<file path="config.mk">
export PLATFORM = sky130hd
export DESIGN_NAME = pc_fetch_unit
export DESIGN_NICKNAME = d
export VERILOG_FILES = /design/src/rtl/pc_fetch_unit.sv
export SDC_FILE = /design/constraint.sdc
export NUM_CORES = 1
export LEC_CHECK = 0
export CAP_MARGIN = 0
export CORE_UTILIZATION = 52
export CTS_CLUSTER_DIAMETER = 80
export DETAILED_ROUTE_END_ITERATION = 12
export GPL_TIMING_DRIVEN = 0
export HOLD_SLACK_MARGIN = 0.05
export PLACE_DENSITY = 0.76
export SLEW_MARGIN = 20
export SYNTH_ARGS = -nofsm -noshare
export SYNTH_HDL_FRONTEND = slang
export SYNTH_SLANG_ARGS = --single-unit
</file>
<file path="constraint.sdc">
create_clock -name i_clk -period 2.5 [get_ports i_clk]
set_input_delay 0.375 -clock i_clk [delete_from_list [all_inputs] [get_ports i_clk]]
set_output_delay 0.375 -clock i_clk [all_outputs]
set_load 0.02 [all_outputs]
</file>
<file path="src/rtl/pc_fetch_unit.sv">
// pc_fetch_unit: PC register and instruction-fetch front end.
// Issues one fetch at a time over a req/ready/rvalid memory interface and
// presents the instruction plus incremented PC to IF/ID. Redirects from
// next_pc flush IF/ID and the skid entry and discard any in-flight fetch.
// Optional macro PC_FETCH_PERF_EN adds saturating redirect/kill counters.
`timescale 1ns/1ps

module pc_fetch_unit #(
    parameter int unsigned          PC_W     = 30,
    parameter logic [PC_W-1:0]      RESET_PC = '0
) (
    input  logic                i_clk,
    input  logic                i_rst,
    input  logic                i_stall,
    input  logic                i_PCSrc,
    input  logic [PC_W-1:0]     i_jump_adress,
    output logic                o_imem_req,
    output logic [PC_W-1:0]     o_imem_addr,
    input  logic                i_imem_ready,
    input  logic                i_imem_rvalid,
    input  logic [31:0]         i_imem_rdata,
    output logic                o_valid,
    output logic [31:0]         o_instr,
    output logic [PC_W-1:0]     o_inc_pc
`ifdef PC_FETCH_PERF_EN
    ,
    output logic [15:0]         o_redirect_cnt,
    output logic [15:0]         o_kill_cnt
`endif
);

    localparam logic [1:0] IDLE    = 2'd0;
    localparam logic [1:0] WAIT    = 2'd1;
    localparam logic [1:0] DISCARD = 2'd2;

    logic [1:0]         state;
    logic [PC_W-1:0]    pc;
    logic [PC_W-1:0]    req_addr;
    logic               skid_valid;
    logic [31:0]        skid_instr;
    logic [PC_W-1:0]    skid_inc_pc;

    logic               xfer;
    logic               deliver;
    logic [PC_W-1:0]    resp_inc_pc;

    assign o_imem_req  = (state == IDLE) & ~skid_valid & ~i_PCSrc & ~i_rst;
    assign o_imem_addr = pc;
    assign xfer        = o_imem_req & i_imem_ready;
    // A response racing a redirect is wrong-path data and never delivered.
    assign deliver     = (state == WAIT) & i_imem_rvalid & ~i_PCSrc;
    assign resp_inc_pc = req_addr + PC_W'(1);

    // PC, outstanding request address and fetch FSM.
    always_ff @(posedge i_clk) begin
        if (i_rst) begin
            state    <= IDLE;
            pc       <= RESET_PC;
            req_addr <= '0;
        end else begin
            if (i_PCSrc) begin
                pc <= i_jump_adress;
            end else if (xfer) begin
                req_addr <= pc;
                pc       <= pc + PC_W'(1);
            end
            case (state)
                IDLE:    if (xfer) state <= WAIT;
                WAIT: begin
                    if (i_imem_rvalid)  state <= IDLE;
                    else if (i_PCSrc)   state <= DISCARD;
                end
                // The outstanding response still has to drain even if
                // further redirects arrive while waiting for it.
                DISCARD: if (i_imem_rvalid) state <= IDLE;
                default: state <= IDLE;
            endcase
        end
    end

    // IF/ID output registers and the one-entry skid buffer behind them.
    always_ff @(posedge i_clk) begin
        if (i_rst) begin
            o_valid     <= 1'b0;
            o_instr     <= '0;
            o_inc_pc    <= '0;
            skid_valid  <= 1'b0;
            skid_instr  <= '0;
            skid_inc_pc <= '0;
        end else if (i_PCSrc) begin
            o_valid    <= 1'b0;
            skid_valid <= 1'b0;
        end else if (deliver) begin
            // Skid is always empty here: a full skid blocks new requests.
            if (~o_valid | ~i_stall) begin
                o_valid  <= 1'b1;
                o_instr  <= i_imem_rdata;
                o_inc_pc <= resp_inc_pc;
            end else begin
                skid_valid  <= 1'b1;
                skid_instr  <= i_imem_rdata;
                skid_inc_pc <= resp_inc_pc;
            end
        end else if (~i_stall) begin
            if (skid_valid) begin
                o_valid    <= 1'b1;
                o_instr    <= skid_instr;
                o_inc_pc   <= skid_inc_pc;
                skid_valid <= 1'b0;
            end else begin
                o_valid <= 1'b0;
            end
        end
    end

`ifdef PC_FETCH_PERF_EN
    logic        dropped;
    logic [1:0]  kill_inc;
    logic [16:0] kill_sum;
    logic [16:0] redir_sum;

    // Per-cycle kill count: dropped response plus flushed IF/ID and skid entries.
    always_comb begin
        dropped   = i_imem_rvalid & ((state == DISCARD) | ((state == WAIT) & i_PCSrc));
        kill_inc  = {1'b0, dropped} + {1'b0, i_PCSrc & o_valid} + {1'b0, i_PCSrc & skid_valid};
        kill_sum  = {1'b0, o_kill_cnt} + {15'd0, kill_inc};
        redir_sum = {1'b0, o_redirect_cnt} + {16'd0, i_PCSrc};
    end

    // Saturating performance counters.
    always_ff @(posedge i_clk) begin
        if (i_rst) begin
            o_redirect_cnt <= '0;
            o_kill_cnt     <= '0;
        end else begin
            o_redirect_cnt <= redir_sum[16] ? 16'hFFFF : redir_sum[15:0];
            o_kill_cnt     <= kill_sum[16]  ? 16'hFFFF : kill_sum[15:0];
        end
    end
`endif

endmodule
</file>
Word level (Yosys, flattened, before mapping). Cells that the tools add are included.

Bits in registers: 188. Input port bits: 68. Output and inout port bits: 94. Word-level logic and storage cells: 64.

$add $sub $neg: 2. Equality and inequality tests: 8. Muxes and demuxes: 22. Bitwise gates (word level): 13. Reduce and logical (&&, ||, !) cells: 10.

Operators with widths (count): $mux W30 (6); $mux W32 (4); $add A30 B1 Y30 const B (2); $mux W2 (4); $mux W1 (7); $and A1 B1 Y1 (6); $ne A2 B2 Y1 const B (3); $not A1 Y1 (6); $pmux W2 S3 (1); $reduce_and A2 Y1 (3); $reduce_and A3 Y1 (2); $ne A2 B1 Y1 const B (2); $reduce_and A4 Y1 (1); $reduce_bool A2 Y1 (2); $ne A3 B3 Y1 const B (1); $eq A2 B1 Y1 const B (1); $eq A2 B2 Y1 const B (1); $logic_not A2 Y1 (1); $reduce_or A2 Y1 (1); $or A1 B1 Y1 (1).

Longest topological paths before layout.
Depth in word-level cells: 7. Mapped depth: 10. Gate-level depth less buffers: 6.

Least setup slack after synthesis. No wires, ideal clock.

Kind: reg2reg. From: register pc[12] (netlist: o_imem_addr[12]). To: register pc[25] (netlist: o_imem_addr[25]). Library setup time: 122 ps. Arrival time: 2007 ps. Data required time: 2378 ps. Setup slack: 370 ps. Stages on the path, launching flop included: 7. Path buffers: 1. Period minus slack after synthesis: 2130 ps. Cells stage by stage: dfxtp_1 > and4_1 > and2_1 > clkbuf_1 > nand3_1 > o311a_1 > a311o_1.

Cells in the longest elaborated chain, start to end: 3.

Ends and longest elaborated chain: start, declared (line 37) `logic [PC_W-1:0] pc;`; start signal, assigned (line 62) `pc <= i_jump_adress;`; start signal, assigned (line 65) `pc <= pc + PC_W'(1);`; $add A30 B1 Y30 (line 65); $mux W30 (line 63) `end else if (xfer) begin`; $mux W30 (line 61) `if (i_PCSrc) begin`.

Every way passes these cells. The select of a mux whose other input is x is not followed. A chain may end at the register's enable or synchronous reset.

Worst setup path in the final report.
From: register state[0]. To: register pc[14] (netlist: o_imem_addr[14]).

Cells in the longest elaborated chain, start to end: 6.

Ends and longest elaborated chain: start, declared (line 36) `logic [1:0] state;`; start signal, assigned (line 57) `state <= IDLE;`; start signal, assigned (line 68) `IDLE: if (xfer) state <= WAIT;`; start signal, assigned (line 70) `if (i_imem_rvalid) state <= IDLE;`; $logic_not A2 Y1 (line 47) `assign o_imem_req = (state == IDLE) & ~skid_valid & ~i_PCSrc & ~i_rst;`; $and A1 B1 Y1 (3 in a row) (line 47); $and A1 B1 Y1 (line 49) `assign xfer = o_imem_req & i_imem_ready;`; $reduce_bool A2 Y1 (no source line).

Every way passes these cells.

==> flow_summary.ini <==
[critical_path]
critical_path_class = reg2reg
cp-end-kind = register
critPathMaxFanout = 10
startpoint_type = register
crit_required_ns = 2.79
timing.rr.start = state[0]$_SDFFE_PP0P_
startpoint = state[0]$_SDFFE_PP0P_
arrival_ns = 2.73

[cts]
clkTransAtPathRegs_ns = 0.07
clkSinkCount = 188
cts_inserted_buffers = 17
clock_latency_ns = 0.44
postCtsHoldBufs = 0
cts_tree = built
clk_path_buf_depth = 2
htreeDepth = 4
cts_root_buf = clkbuf_16

[floorplan]
fp.dieW_um = 128
initial_core_util_pct = 53.8
core-area_mm2 = 0.0154
io_pins = 162
die_area_mm2 = 0.0164
die_y_um = 128
rows = 45

[synthesis]
avgSynthCellArea_um2 = 7.83
seq_area_frac_synth_pct = 45.5
syn-num-nets = 1125
ys_seq_elements = 188
synth_cell_types = 57
synth_adder_area_share_pct = 0.303
synth_mux_area_share_pct = 0.257
synth_area_leaders = dfxtp_1 46%, nand2_1 11%, a21oi_1 6.5%
synth_xor_area_share_pct = 3.39
synth_compound_area_share_pct = 20.7
synth_common_cells = 242 x nand2_1, 188 x dfxtp_1, 107 x a21oi_1, 98 x nor2_1, 64 x clkbuf_1
async_reset_ff_share_pct = 0
yosys_warnings = 0
syn_inst = 1055
syn_area_mm2 = 0.00826
synth-simple-area-share_pct = 25.4
synth-edff-count = 0
yosys.area.top_type_share_pct = 45.5
synth_top_area_cell = dfxtp_1
synth_top_family_by_area = simple AND/OR/NAND/NOR gates
synth.most_common_cell = nand2_1
ys_dominant_reg_cell = dfxtp_1

[hold_path]
min-delay-start = skid_inc_pc[10]$_SDFFE_PP0P_
hold_path_class = reg2reg

[place]
place.gp.congestion = 0.885
pre_cts_slack_ns = -0.706
numPortBuffers = 160
dp_hpwl_mm = 17.9

[detailed_routing]
vias_per_cell = 5.81
drt_first_pass_iters = 5
wl_mm = 25.2
drc = 0
antenna_left = 0
wl_per_cell_um = 17.3
vias = 8461
drtIter0Drc = 742

[timing]
maxSlewViolCount = 0
setup_viol = 0
setup_ws_ns = 0.0625
tightest_slew_ns = 0.750
slew_headroom_pct = 50.0
fin_crit_ns = 2.44
final.period_utilization_pct = 97.5
skew_ns = 0.00858
hold_viol_final = 0
max_freq_mhz = 410

[power_and_ir_drop]
power_density_mw_per_mm2 = 602
p_leak_nw = 3.37
peakVddDrop_v = 0.000452

[outcome]
status = finished clean

[cells_and_area]
nets = 1304
fin_util_pct = 70.3
diodes = 0
areaGrowthSynthToFinish_pct = 30.8
drive_gt1_share_pct = 5.30
fill_cells = 1305

[global_routing]
grt_pass1_wl_mm = 40.3
grt_usage_pct = 31.7
grt_pass1_vias = 7875
overflow = 0
grt_max_degree = 17
antenna_found_initial = 0

[job]
maxCapViolCount = 0
area by class of cell:
cell class	count	area, um^2	share of cell area [%]
clock buffers	21	460	4.26
plain buffers	82	338	3.13
multi-input cells	775	4180	38.7
well taps	211	264	2.44
flip-flops and latches	188	3760	34.8
clock inverters	10	164	1.52
inverters	10	37.5	0.347
repair buffers	160	1600	14.8
through the flow:
stage | std cells | area (um^2) | setup TNS (ns) | hold WS [ns] | power (mW)
after floorplan | 1055 | 8260 | 0 | 0.433 | 3.38
after global placement | 1426 | 10100 | -42.06 | 0.441 | 3.66
after detailed placement | 1426 | 10100 | -45.56 | 0.443 | 3.67
after CTS | 1457 | 10800 | 0 | 0.437 | 6.50
after global routing | 1457 | 10800 | -0.00246 | 0.477 | 6.70
final | 1457 | 10800 | 0 | 0.453 | 6.50
metal layers:
metal	vias to the layer above	routed length, um	global-route usage (%)
li1	4098	-	-
met1	3922	11200	43.8
met2	401	11700	49.5
met3	40	1950	6.76
met4	0	431	9.97
met5	-	0	0
registers in the layout (all words and copies together), names as in the netlist:
| register | cells |
|---|---|
| o_imem_addr | 30 |
| skid_instr | 32 |
| skid_valid | 1 |
| o_valid | 1 |
| state | 2 |
| skid_inc_pc | 30 |
| o_inc_pc | 30 |
| req_addr | 30 |
| o_instr | 32 |
worst max-delay path, cell delays in order (launching register included):
cell	delay [ns]
dfxtp_1	0.36
or4b_1	0.53
buf_2	0.20
or2_1	0.22
buf_2	0.15
buf_6	0.15
clkbuf_1	0.27
a31oi_1	0.30
o22ai_1	0.11
where the power goes:
| group | switching [mW] | internal [mW] |
|---|---|---|
| Clock | 1.17 | 1.73 |
| Sequential | 0.0703 | 3.04 |
| Combinational | 0.273 | 0.227 |
path summary, 6_finish.rpt:
path	slack, ns	endpoint	cells after the start
setup / recovery	0.06	o_imem_addr[14]$_SDFFE_PP0P_	8
hold reg to reg	0.45	skid_inc_pc[10]$_SDFFE_PP0P_	2
hold / removal	0.45	skid_inc_pc[10]$_SDFFE_PP0P_	2
setup reg to reg	0.06	o_imem_addr[14]$_SDFFE_PP0P_	8
placed cells by master, fill, tap and decap left out, types with 4 or more instances in the layout:
master	n
nand2_1	242
dfxtp_1	188
clkdlybuf4s50_1	159
a21oi_1	106
nor2_1	96
clkbuf_1	61
a211oi_1	35
a311oi_1	34
nand3_1	25
a31oi_1	23
nand4_1	22
o21ai_0	22
xor2_1	20
and3_1	17
clkbuf_16	17
nor3_1	16
o22ai_1	14
xnor2_1	12
buf_2	11
inv_1	9
or3_1	8
and2_1	7
clkbuf_2	7
nor4_1	6
nor4_2	6
o311ai_0	6
a21o_1	5
buf_1	4
and4_1	4
or4_1	4
bufinv_16	4
cells by family after synthesis:
logic type | count (synthesis)
adders and majority gates | 2
DFF | 188
muxes | 2
and+or+nand+nor | 471
AOI/OAI and AO/OA | 268
xor gates and xnor gates | 32
buffers and inverters | 92
timing repair:
action | CTS | global route
setup buffers | 0 | 0
resized for setup | 5 | 17
pin swaps | 0 | 0
endpoints found under the setup margin | 23 | 72
No activity file was read; power rests on OpenSTA's default activity.
